===== src/rtl/alu_seq_pkg.sv =====
// alu_seq_pkg: shared types for the sequential ALU.
//   alu_op_t    - opcode encoding; 12..15 are undefined and report Illegal.
//   alu_state_t - controller states; the multiply state exists only when the
//                 multiplier is built (macro ALU_SEQ_MUL_EN).
package alu_seq_pkg;

  typedef enum logic [3:0] {
    OpAdd  = 4'd0,
    OpAdc  = 4'd1,
    OpSub  = 4'd2,
    OpAnd  = 4'd3,
    OpXor  = 4'd4,
    OpCpy  = 4'd5,
    OpFlip = 4'd6,
    OpSetb = 4'd7,
    OpGetb = 4'd8,
    OpLshn = 4'd9,
    OpRshn = 4'd10,
    OpMul  = 4'd11
  } alu_op_t;

  typedef enum logic [1:0] {
    StIdle  = 2'd0,
`ifdef ALU_SEQ_MUL_EN
    StShift = 2'd1,
    StMul   = 2'd2
`else
    StShift = 2'd1
`endif
  } alu_state_t;

endpackage


===== src/rtl/alu_seq_if.sv =====
// alu_seq_if: issue/result bundle between the controller and the ALU.
//   master (controller): drives start, op, a, b, imm, sc_in.
//   slave  (alu_seq)   : drives busy, done, illegal, out, hi, zero, carry, parity.
// Parameters: W data width, Ops opcode width; imm is $clog2(W) bits wide.
interface alu_seq_if #(
  parameter int unsigned W   = 8,
  parameter int unsigned Ops = 4
);
  localparam int unsigned IW = $clog2(W);

  logic           start;
  logic [Ops-1:0] op;
  logic [W-1:0]   a;
  logic [W-1:0]   b;
  logic [IW-1:0]  imm;
  logic           sc_in;
  logic           busy;
  logic           done;
  logic           illegal;
  logic [W-1:0]   out;
  logic [W-1:0]   hi;
  logic           zero;
  logic           carry;
  logic           parity;

  modport master (
    output start, op, a, b, imm, sc_in,
    input  busy, done, illegal, out, hi, zero, carry, parity
  );

  modport slave (
    input  start, op, a, b, imm, sc_in,
    output busy, done, illegal, out, hi, zero, carry, parity
  );

endinterface


===== src/rtl/alu_seq_mul.sv =====
// alu_mul_seq: iterative unsigned shift-add multiplier, one partial product per step.
//   clk, rst  - clock, asynchronous active-high reset
//   load      - capture a (multiplicand) and b (multiplier), arm W steps
//   step      - perform one iteration
//   a, b      - operands
//   prod      - accumulator value after the current step (valid with done)
//   done      - the current step is the last one
// Built only when ALU_SEQ_MUL_EN is defined.
module alu_mul_seq #(
  parameter int unsigned W = 8
) (
  input  logic           clk,
  input  logic           rst,
  input  logic           load,
  input  logic           step,
  input  logic [W-1:0]   a,
  input  logic [W-1:0]   b,
  output logic [2*W-1:0] prod,
  output logic           done
);
  localparam int unsigned CW = $clog2(W + 1);

  logic [2*W-1:0] acc_q, acc_d;
  logic [W-1:0]   mcand_q;
  logic [CW-1:0]  cnt_q;
  logic [W:0]     upper;

  // Multiplier sits in the low half and drains out as the sum shifts in from the top.
  always_comb begin
    upper = {1'b0, acc_q[2*W-1:W]} + (acc_q[0] ? {1'b0, mcand_q} : '0);
    acc_d = {upper, acc_q[W-1:1]};
  end

  assign prod = acc_d;
  assign done = (cnt_q == CW'(1));

  always_ff @(posedge clk or posedge rst) begin
    if (rst) begin
      acc_q   <= '0;
      mcand_q <= '0;
      cnt_q   <= '0;
    end else if (load) begin
      acc_q   <= {{W{1'b0}}, b};
      mcand_q <= a;
      cnt_q   <= CW'(W);
    end else if (step && cnt_q != '0) begin
      acc_q <= acc_d;
      cnt_q <= cnt_q - CW'(1);
    end
  end

endmodule


===== src/rtl/alu_seq.sv =====
// alu_seq: sequential datapath ALU with registered result/flags and start/done handshake.
//   clk, rst - clock, asynchronous active-high reset
//   bus      - alu_seq_if.slave: start/op/a/b/imm/sc_in in; busy/done/illegal/out/hi/flags out
// Single-cycle ops finish on the issue edge; shifts by imm>=2 take imm edges; MUL takes W+1.
// Macro ALU_SEQ_MUL_EN builds the multiplier; without it MUL is illegal and hi reads 0.
module alu_seq
  import alu_seq_pkg::*;
#(
  parameter int unsigned W   = 8,
  parameter int unsigned Ops = 4
) (
  input logic       clk,
  input logic       rst,
  alu_seq_if.slave  bus
);
  localparam int unsigned IW = $clog2(W);

  alu_state_t    state_q, state_d;
  logic [W-1:0]  out_q, out_d;
  logic          zero_q, zero_d, carry_q, carry_d, parity_q, parity_d;
  logic          done_q, done_d, illegal_q, illegal_d;
  logic [W-1:0]  sh_q, sh_d;
  logic [IW-1:0] cnt_q, cnt_d;
  logic          sc_q, sc_d, left_q, left_d;
  logic          upd_flags;
  logic [W:0]    sum, sh1;
  logic [W-1:0]  bit_mask;
  alu_op_t       op_dec;
  logic          op_hi_zero;

  // Returns {bit shifted out, shifted value}.
  function automatic logic [W:0] shift1(input logic [W-1:0] v, input logic left,
                                        input logic fill);
    return left ? {v, fill} : {v[0], fill, v[W-1:1]};
  endfunction

  assign op_dec     = alu_op_t'(bus.op[3:0]);
  assign op_hi_zero = ((bus.op >> 4) == '0);
  assign bit_mask   = W'(1) << bus.imm;

`ifdef ALU_SEQ_MUL_EN
  logic [W-1:0]   hi_q, hi_d;
  logic [2*W-1:0] mul_prod;
  logic           mul_load, mul_step, mul_done;

  alu_mul_seq #(.W(W)) u_mul (
    .clk  (clk),
    .rst  (rst),
    .load (mul_load),
    .step (mul_step),
    .a    (bus.a),
    .b    (bus.b),
    .prod (mul_prod),
    .done (mul_done)
  );
`endif

  always_comb begin
    state_d   = state_q;
    out_d     = out_q;
    zero_d    = zero_q;
    carry_d   = carry_q;
    parity_d  = parity_q;
    done_d    = 1'b0;
    illegal_d = 1'b0;
    sh_d      = sh_q;
    cnt_d     = cnt_q;
    sc_d      = sc_q;
    left_d    = left_q;
    upd_flags = 1'b0;
    sum       = '0;
    sh1       = '0;
`ifdef ALU_SEQ_MUL_EN
    hi_d      = hi_q;
    mul_load  = 1'b0;
    mul_step  = 1'b0;
`endif
    unique case (state_q)
      StIdle: begin
        if (bus.start) begin
          done_d = 1'b1;
          if (!op_hi_zero) begin
            illegal_d = 1'b1;
          end else begin
            unique case (op_dec)
              OpAdd, OpAdc, OpSub: begin
                if (op_dec == OpSub) begin
                  sum = {1'b0, bus.a} + {1'b0, ~bus.b} + (W+1)'(1);
                end else begin
                  sum = {1'b0, bus.a} + {1'b0, bus.b} +
                        ((op_dec == OpAdc) ? (W+1)'(carry_q) : '0);
                end
                out_d     = sum[W-1:0];
                carry_d   = sum[W];
                upd_flags = 1'b1;
              end
              OpAnd:  begin out_d = bus.a & bus.b;    upd_flags = 1'b1; end
              OpXor:  begin out_d = bus.a ^ bus.b;    upd_flags = 1'b1; end
              OpCpy:  begin out_d = bus.b;            upd_flags = 1'b1; end
              OpFlip: begin out_d = bus.a ^ bit_mask; upd_flags = 1'b1; end
              OpSetb: begin
                out_d     = bus.sc_in ? (bus.a | bit_mask) : (bus.a & ~bit_mask);
                upd_flags = 1'b1;
              end
              OpGetb: carry_d = bus.a[bus.imm];
              OpLshn, OpRshn: begin
                upd_flags = 1'b1;
                sh1       = shift1(bus.a, op_dec == OpLshn, bus.sc_in);
                if (bus.imm == '0) begin
                  out_d = bus.a;
                end else if (bus.imm == IW'(1)) begin
                  out_d   = sh1[W-1:0];
                  carry_d = sh1[W];
                end else begin
                  // First bit shifts on the issue edge; imm-1 more follow in StShift.
                  upd_flags = 1'b0;
                  done_d    = 1'b0;
                  sh_d      = sh1[W-1:0];
                  cnt_d     = bus.imm - IW'(1);
                  sc_d      = bus.sc_in;
                  left_d    = (op_dec == OpLshn);
                  state_d   = StShift;
                end
              end
`ifdef ALU_SEQ_MUL_EN
              OpMul: begin
                done_d   = 1'b0;
                mul_load = 1'b1;
                state_d  = StMul;
              end
`endif
              default: illegal_d = 1'b1;
            endcase
          end
        end
      end
      StShift: begin
        sh1  = shift1(sh_q, left_q, sc_q);
        sh_d = sh1[W-1:0];
        if (cnt_q == IW'(1)) begin
          out_d     = sh1[W-1:0];
          carry_d   = sh1[W];
          upd_flags = 1'b1;
          done_d    = 1'b1;
          state_d   = StIdle;
        end else begin
          cnt_d = cnt_q - IW'(1);
        end
      end
`ifdef ALU_SEQ_MUL_EN
      StMul: begin
        mul_step = 1'b1;
        if (mul_done) begin
          out_d     = mul_prod[W-1:0];
          hi_d      = mul_prod[2*W-1:W];
          carry_d   = |mul_prod[2*W-1:W];
          upd_flags = 1'b1;
          done_d    = 1'b1;
          state_d   = StIdle;
        end
      end
`endif
      default: state_d = StIdle;
    endcase
    if (upd_flags) begin
      zero_d   = ~|out_d;
      parity_d = ^out_d;
    end
  end

  always_ff @(posedge clk or posedge rst) begin
    if (rst) begin
      state_q   <= StIdle;
      out_q     <= '0;
      zero_q    <= 1'b0;
      carry_q   <= 1'b0;
      parity_q  <= 1'b0;
      done_q    <= 1'b0;
      illegal_q <= 1'b0;
      sh_q      <= '0;
      cnt_q     <= '0;
      sc_q      <= 1'b0;
      left_q    <= 1'b0;
    end else begin
      state_q   <= state_d;
      out_q     <= out_d;
      zero_q    <= zero_d;
      carry_q   <= carry_d;
      parity_q  <= parity_d;
      done_q    <= done_d;
      illegal_q <= illegal_d;
      sh_q      <= sh_d;
      cnt_q     <= cnt_d;
      sc_q      <= sc_d;
      left_q    <= left_d;
    end
  end

`ifdef ALU_SEQ_MUL_EN
  always_ff @(posedge clk or posedge rst) begin
    if (rst) hi_q <= '0;
    else     hi_q <= hi_d;
  end
  assign bus.hi = hi_q;
`else
  assign bus.hi = '0;
`endif

  assign bus.busy    = (state_q != StIdle);
  assign bus.done    = done_q;
  assign bus.illegal = illegal_q;
  assign bus.out     = out_q;
  assign bus.zero    = zero_q;
  assign bus.carry   = carry_q;
  assign bus.parity  = parity_q;

endmodule

===== src/flat_wrapper.sv =====
// flat-port wrapper written by rule: the top's interface ports become plain ports
module alu_seq_flat import alu_seq_pkg::*;
#(
  parameter int unsigned W   = 8,
  parameter int unsigned Ops = 4
)
  (clk, rst, bus_start, bus_op, bus_a, bus_b, bus_imm, bus_sc_in, bus_busy, bus_done, bus_illegal, bus_out, bus_hi, bus_zero, bus_carry, bus_parity);
  alu_seq_if #(.W(W), .Ops(Ops)) bus_i ();
  input logic clk;
  input logic rst;
  input wire logic [$bits(bus_i.start)-1:0] bus_start;
  input wire logic [$bits(bus_i.op)-1:0] bus_op;
  input wire logic [$bits(bus_i.a)-1:0] bus_a;
  input wire logic [$bits(bus_i.b)-1:0] bus_b;
  input wire logic [$bits(bus_i.imm)-1:0] bus_imm;
  input wire logic [$bits(bus_i.sc_in)-1:0] bus_sc_in;
  output wire logic [$bits(bus_i.busy)-1:0] bus_busy;
  output wire logic [$bits(bus_i.done)-1:0] bus_done;
  output wire logic [$bits(bus_i.illegal)-1:0] bus_illegal;
  output wire logic [$bits(bus_i.out)-1:0] bus_out;
  output wire logic [$bits(bus_i.hi)-1:0] bus_hi;
  output wire logic [$bits(bus_i.zero)-1:0] bus_zero;
  output wire logic [$bits(bus_i.carry)-1:0] bus_carry;
  output wire logic [$bits(bus_i.parity)-1:0] bus_parity;
  assign bus_i.start = bus_start;
  assign bus_i.op = bus_op;
  assign bus_i.a = bus_a;
  assign bus_i.b = bus_b;
  assign bus_i.imm = bus_imm;
  assign bus_i.sc_in = bus_sc_in;
  assign bus_busy = bus_i.busy;
  assign bus_done = bus_i.done;
  assign bus_illegal = bus_i.illegal;
  assign bus_out = bus_i.out;
  assign bus_hi = bus_i.hi;
  assign bus_zero = bus_i.zero;
  assign bus_carry = bus_i.carry;
  assign bus_parity = bus_i.parity;
  alu_seq #(.W(W), .Ops(Ops)) u_core (.clk(clk), .rst(rst), .bus(bus_i));
endmodule

===== config.mk =====
export PLATFORM = sky130hd
export DESIGN_NAME = alu_seq_flat
export DESIGN_NICKNAME = d
export VERILOG_FILES = /design/src/rtl/alu_seq_pkg.sv /design/src/rtl/alu_seq_if.sv /design/src/rtl/alu_seq_mul.sv /design/src/rtl/alu_seq.sv /design/src/flat_wrapper.sv
export SDC_FILE = /design/constraint.sdc
export NUM_CORES = 1
export LEC_CHECK = 0
export ABC_AREA = 0
export CAP_MARGIN = 15
export CORE_ASPECT_RATIO = 0.75
export CORE_UTILIZATION = 50
export CTS_BUF_LIST = sky130_fd_sc_hd__clkbuf_2 sky130_fd_sc_hd__clkbuf_4 sky130_fd_sc_hd__clkbuf_8
export DETAILED_ROUTE_END_ITERATION = 12
export PLACE_DENSITY_LB_ADDON = 0.15
export SLEW_MARGIN = 20
export SYNTH_ARGS = -nofsm -noshare
export SYNTH_HDL_FRONTEND = slang
export SYNTH_SLANG_ARGS = --single-unit

===== constraint.sdc =====
create_clock -name clk -period 4.3 [get_ports clk]
set_input_delay 0.43 -clock clk [delete_from_list [all_inputs] [get_ports clk]]
set_output_delay 0.43 -clock clk [all_outputs]
set_load 0.01 [all_outputs]

==> metrics.log <==
[metrics] run status: finished clean
[metrics] Clk pin slew, worst setup/hold paths: roughly 0.09 ns
[metrics] antenna diode instance count: 0
[metrics] mean post-synth cell area: 7.99 µm²
[metrics] combinational group share of total power: 0.627
[metrics] maximum clock insertion buffer count: 2
[metrics] number of buffers and inverters on the critical path: 4
[metrics] cell mode on critical path: inv_1
[metrics] area of the placeable core: around 6900 µm²
[metrics] CP max stage cell: or4b_2
[metrics] max-capacitance violation count: 0
[metrics] overall die area: between 7000 and 8000 µm²
[metrics] FF/Latch Area: a little under 700 µm²
[metrics] count of flip-flops with a built-in enable after synthesis: 0
[metrics] WL final: between 10000 and 15000 µm
[metrics] endpoint required time on the critical path: between 4 and 5 ns
[metrics] number of register bits inferred by synthesis: 27
[metrics] ordered list of cells on the worst path: clkdlybuf4s50_1 -> inv_1 -> nand2_1 -> or4b_2 -> fa_1 -> inv_1 -> fa_1 -> inv_1 -> o22ai_1 -> nand2_1 -> o221ai_1 -> a211oi_1 -> o311a_1 -> ha_1 -> xnor2_1 -> xnor2_1 -> o21ai_0
[metrics] number of nets in the finished design: approximately 550
[metrics] routed wirelength normalized by instance count: between 15 and 20 µm
[metrics] net switching component of the power: 0.744 mW
[metrics] port buffer count: 40
[metrics] area taken by multi-input logic gates: roughly 2600 µm²
[metrics] critical-path maximum fanout: 2
[metrics] Global Route Usage Sum: 0.309
[metrics] post-detailed-route DRC marker count: 0
[metrics] clock period minus worst slack: around 3.9 ns
[metrics] buffer cell driving the clock tree root: clkbuf_8
[metrics] slowest stage delay, CP: 0.62 ns
[metrics] Crit. End Element: flop
[metrics] slew margin rel.: 0.473
[metrics] power density over cell area: 403 nW/µm²
[metrics] Die Y: about 75 µm
[metrics] final hold vios: 0
[metrics] Fmax achieved: 0.258 GHz
[metrics] number of H-tree levels: 1
[metrics] maximum number of pins on one net before global-route repair: 39
[metrics] Worst EP arrival: 4.02 ns
[metrics] share of the yosys chip area belonging to registers: 0.188
[metrics] share of flip-flops with an asynchronous set or reset after synthesis: 1.00
[metrics] width of the die: between 90 and 100 µm
[metrics] number of optimization iterations in the first detailed-route pass: 6
[metrics] skew final: between 0.008 and 0.009 ns
[metrics] accumulated negative setup slack: 0 ns
[metrics] Power Internal: 0.927 mW
[metrics] Skew-Pair Late Insertion Delay: around 0.28 ns
[metrics] Placement Rows: 26
[metrics] clock tree from TritonCTS: done
[metrics] Slew @ Worst Pin: roughly 0.8 ns
[metrics] sort of element at the start of the critical path: input pin
[metrics] largest voltage drop on the vdd net: between 0.2 and 0.3 mV
[metrics] Initial Utilization: 0.521
[metrics] Tcrit/Tclk final: 0.900
[metrics] area of the mapped netlist: ~3600 µm²
[metrics] Hold-fix buffers, CTS: 0
[metrics] Layout fillers: about 670
[metrics] total number of yosys warnings: 0
[metrics] crit path kind: input pin to flop
[metrics] Clock Sink Count: 27
[metrics] detailed-route via count: roughly 3700
[metrics] worst r2r path cells: 14
[metrics] post-detail-place hpwl: 9000 µm
[metrics] post-CTS setup-driven buffer insertion count: 0
[metrics] share of total power in the clock network: 0.090
[metrics] first-pass GRT wire length: about 18000 µm
[metrics] via count of the first global-routing pass: between 3000 and 4000
[metrics] distinct cell type count of the synthesized netlist: 70
[metrics] P&R area growth vs syn: 15.3%
[metrics] number of gates resized after CTS: 0
[metrics] Post-DRT Antenna Nets: 0
[metrics] leakage power: 1.72 nW
[metrics] num ports: 49
[metrics] DRC violation total after the first TritonRoute iteration: 306
[metrics] Hold WC Path Type: flop to flop
[metrics] Num CTS Buffers: 3
[metrics] Top FF cell, synth: dfrtp_1
[metrics] switching share of power: 0.445
[metrics] setup repair after global routing missed its margin: false
[metrics] Layout Cells excl Fill: approximately 600
[metrics] weighted congestion reported at the end of routability-driven placement: between 0.9 and 1
[metrics] instance count on the critical path: 17
[metrics] antenna violations before repair: 0
[metrics] max-slew violation count: 0
[metrics] cell count of the worst hold path: 2
[metrics] number of endpoints failing setup at the final stage: 0
[metrics] average vias per placed instance: 6.29
[metrics] gate count of the mapped netlist: 450
[metrics] number of cells in the design after placement: slightly below 600
[metrics] register share of total power: 0.283
[metrics] critical path's top delay family: adder cells
[metrics] share of final-layout standard cells stronger than drive strength 1: 0.104
[metrics] global route overflow: 0
[cells in the mapped netlist (all sizes together) (6+ instances only)]
library cell / number / area, µm²
nor2b: 14 / 87.6
mux2i: 24 / 240
a21oi: 31 / 163
dfrtp: 27 / 676
nand2b: 6 / 37.5
mux2: 11 / 128
ha: 27 / 338
buf: 24 / 173
nor2: 41 / 154
xnor2: 11 / 96.3
o21ai: 29 / 149
inv: 28 / 105
a22oi: 11 / 87.6
nand3: 10 / 50.1
nand2: 32 / 120
o22ai: 8 / 50.1
a211oi: 9 / 77.6
clkbuf: 10 / 37.5
[final cells by class]
class / count / area share
clock buffer: 3 / 0.00996
clock inverter: 1 / 0.00121
timing repair buffer: 62 / 0.136
tap: 98 / 0.0296
inverter: 29 / 0.0263
sequential: 27 / 0.163
multi-input combinational: 367 / 0.634
[per-layer routing]
metal,GRT usage,up-vias,wire [µm]
met5,0,-,0
met4,0.0376,0,71
met3,0.0440,11,1040
met2,0.483,191,4770
met1,0.465,1767,5440
li1,-,1722,-
[cells by family after synthesis]
logic type      count (synthesis)  share of synthesized area
compound gates                147                      0.282
simple gates                  131                      0.182
buf+inv                        63                     0.0888
mux                            36                      0.109
fa+ha+maj                      30                      0.111
flops                          27                      0.188
xor+xnor                       15                     0.0386
other cells                     1                    0.00104
[power groups by stage]
stage | sequential (mW) | combinational, mW | clock (mW)
final | 0.474 | 1.05 | 0.150
after global routing | 0.491 | 1.15 | 0.160
after CTS | 0.473 | 1.04 | 0.150
after detailed placement | 0.477 | 1.03 | 0
after global placement | 0.474 | 1.01 | 0
after floorplan | 0.464 | 0.686 | 0
[layout by cell type (no fill, tap or decap), drive strengths merged, types with 4 or more instances in the layout]
cell type	instances
and2	5
ha	27
and3	4
a211oi	9
a21o	5
a31oi	5
xnor2	11
o311ai	4
inv	28
clkdlybuf4s50	40
mux2	11
o22ai	8
nand2b	6
o31ai	4
nand3	10
o211ai	5
o221ai	5
a22oi	11
buf	22
xor2	4
nor2b	14
nand2	32
a21oi	31
o21ai	29
mux2i	24
conb	8
or3	5
nor2	41
dfrtp	27
[tightest hold or removal path, stage by stage (launching register included)]
cell and delay [ns]:
dfrtp_1 0.36, nand2_1 0.05, o21ai_0 0.07
[worst paths after layout]
kind,startpoint,endpoint,slack (ns)
setup / recovery,bus_op[3],u_core.bus.parity,0.43
hold / removal,u_core.bus.zero,u_core.bus.zero,0.51
max in group asynchronous,rst,u_core.bus.out[6],3.38
setup reg to reg,u_core.bus.carry,u_core.bus.parity,0.76
hold reg to reg,u_core.bus.zero,u_core.bus.zero,0.51
min in group asynchronous,rst,u_core.left_q,0.53
[registers in the layout (all words and copies together), names as in the netlist]
signal,cells
u_core.sh_q,8
u_core.left_q,1
u_core.bus.carry,1
u_core.sc_q,1
u_core.state_q,1
u_core.cnt_q,3
u_core.bus.illegal,1
u_core.bus.out,8
u_core.bus.zero,1
u_core.bus.done,1
u_core.bus.parity,1
[through the flow]
step | util | power (mW) | area [µm²] | hold WS [ns] | setup slack, ns
floorplan | - | 1.15 | 3620 | 0.483 | 0.595
global placement | 0.594 | 1.48 | 4100 | 0.485 | 0.240
detailed placement | 0.594 | 1.51 | 4100 | 0.501 | 0.196
CTS | 0.601 | 1.66 | 4150 | 0.530 | 0.451
global route | 0.601 | 1.81 | 4150 | 0.550 | 0.108
finish | 0.601 | 1.67 | 4150 | 0.514 | 0.429
Note: power is estimated with default switching activity, not from simulation.
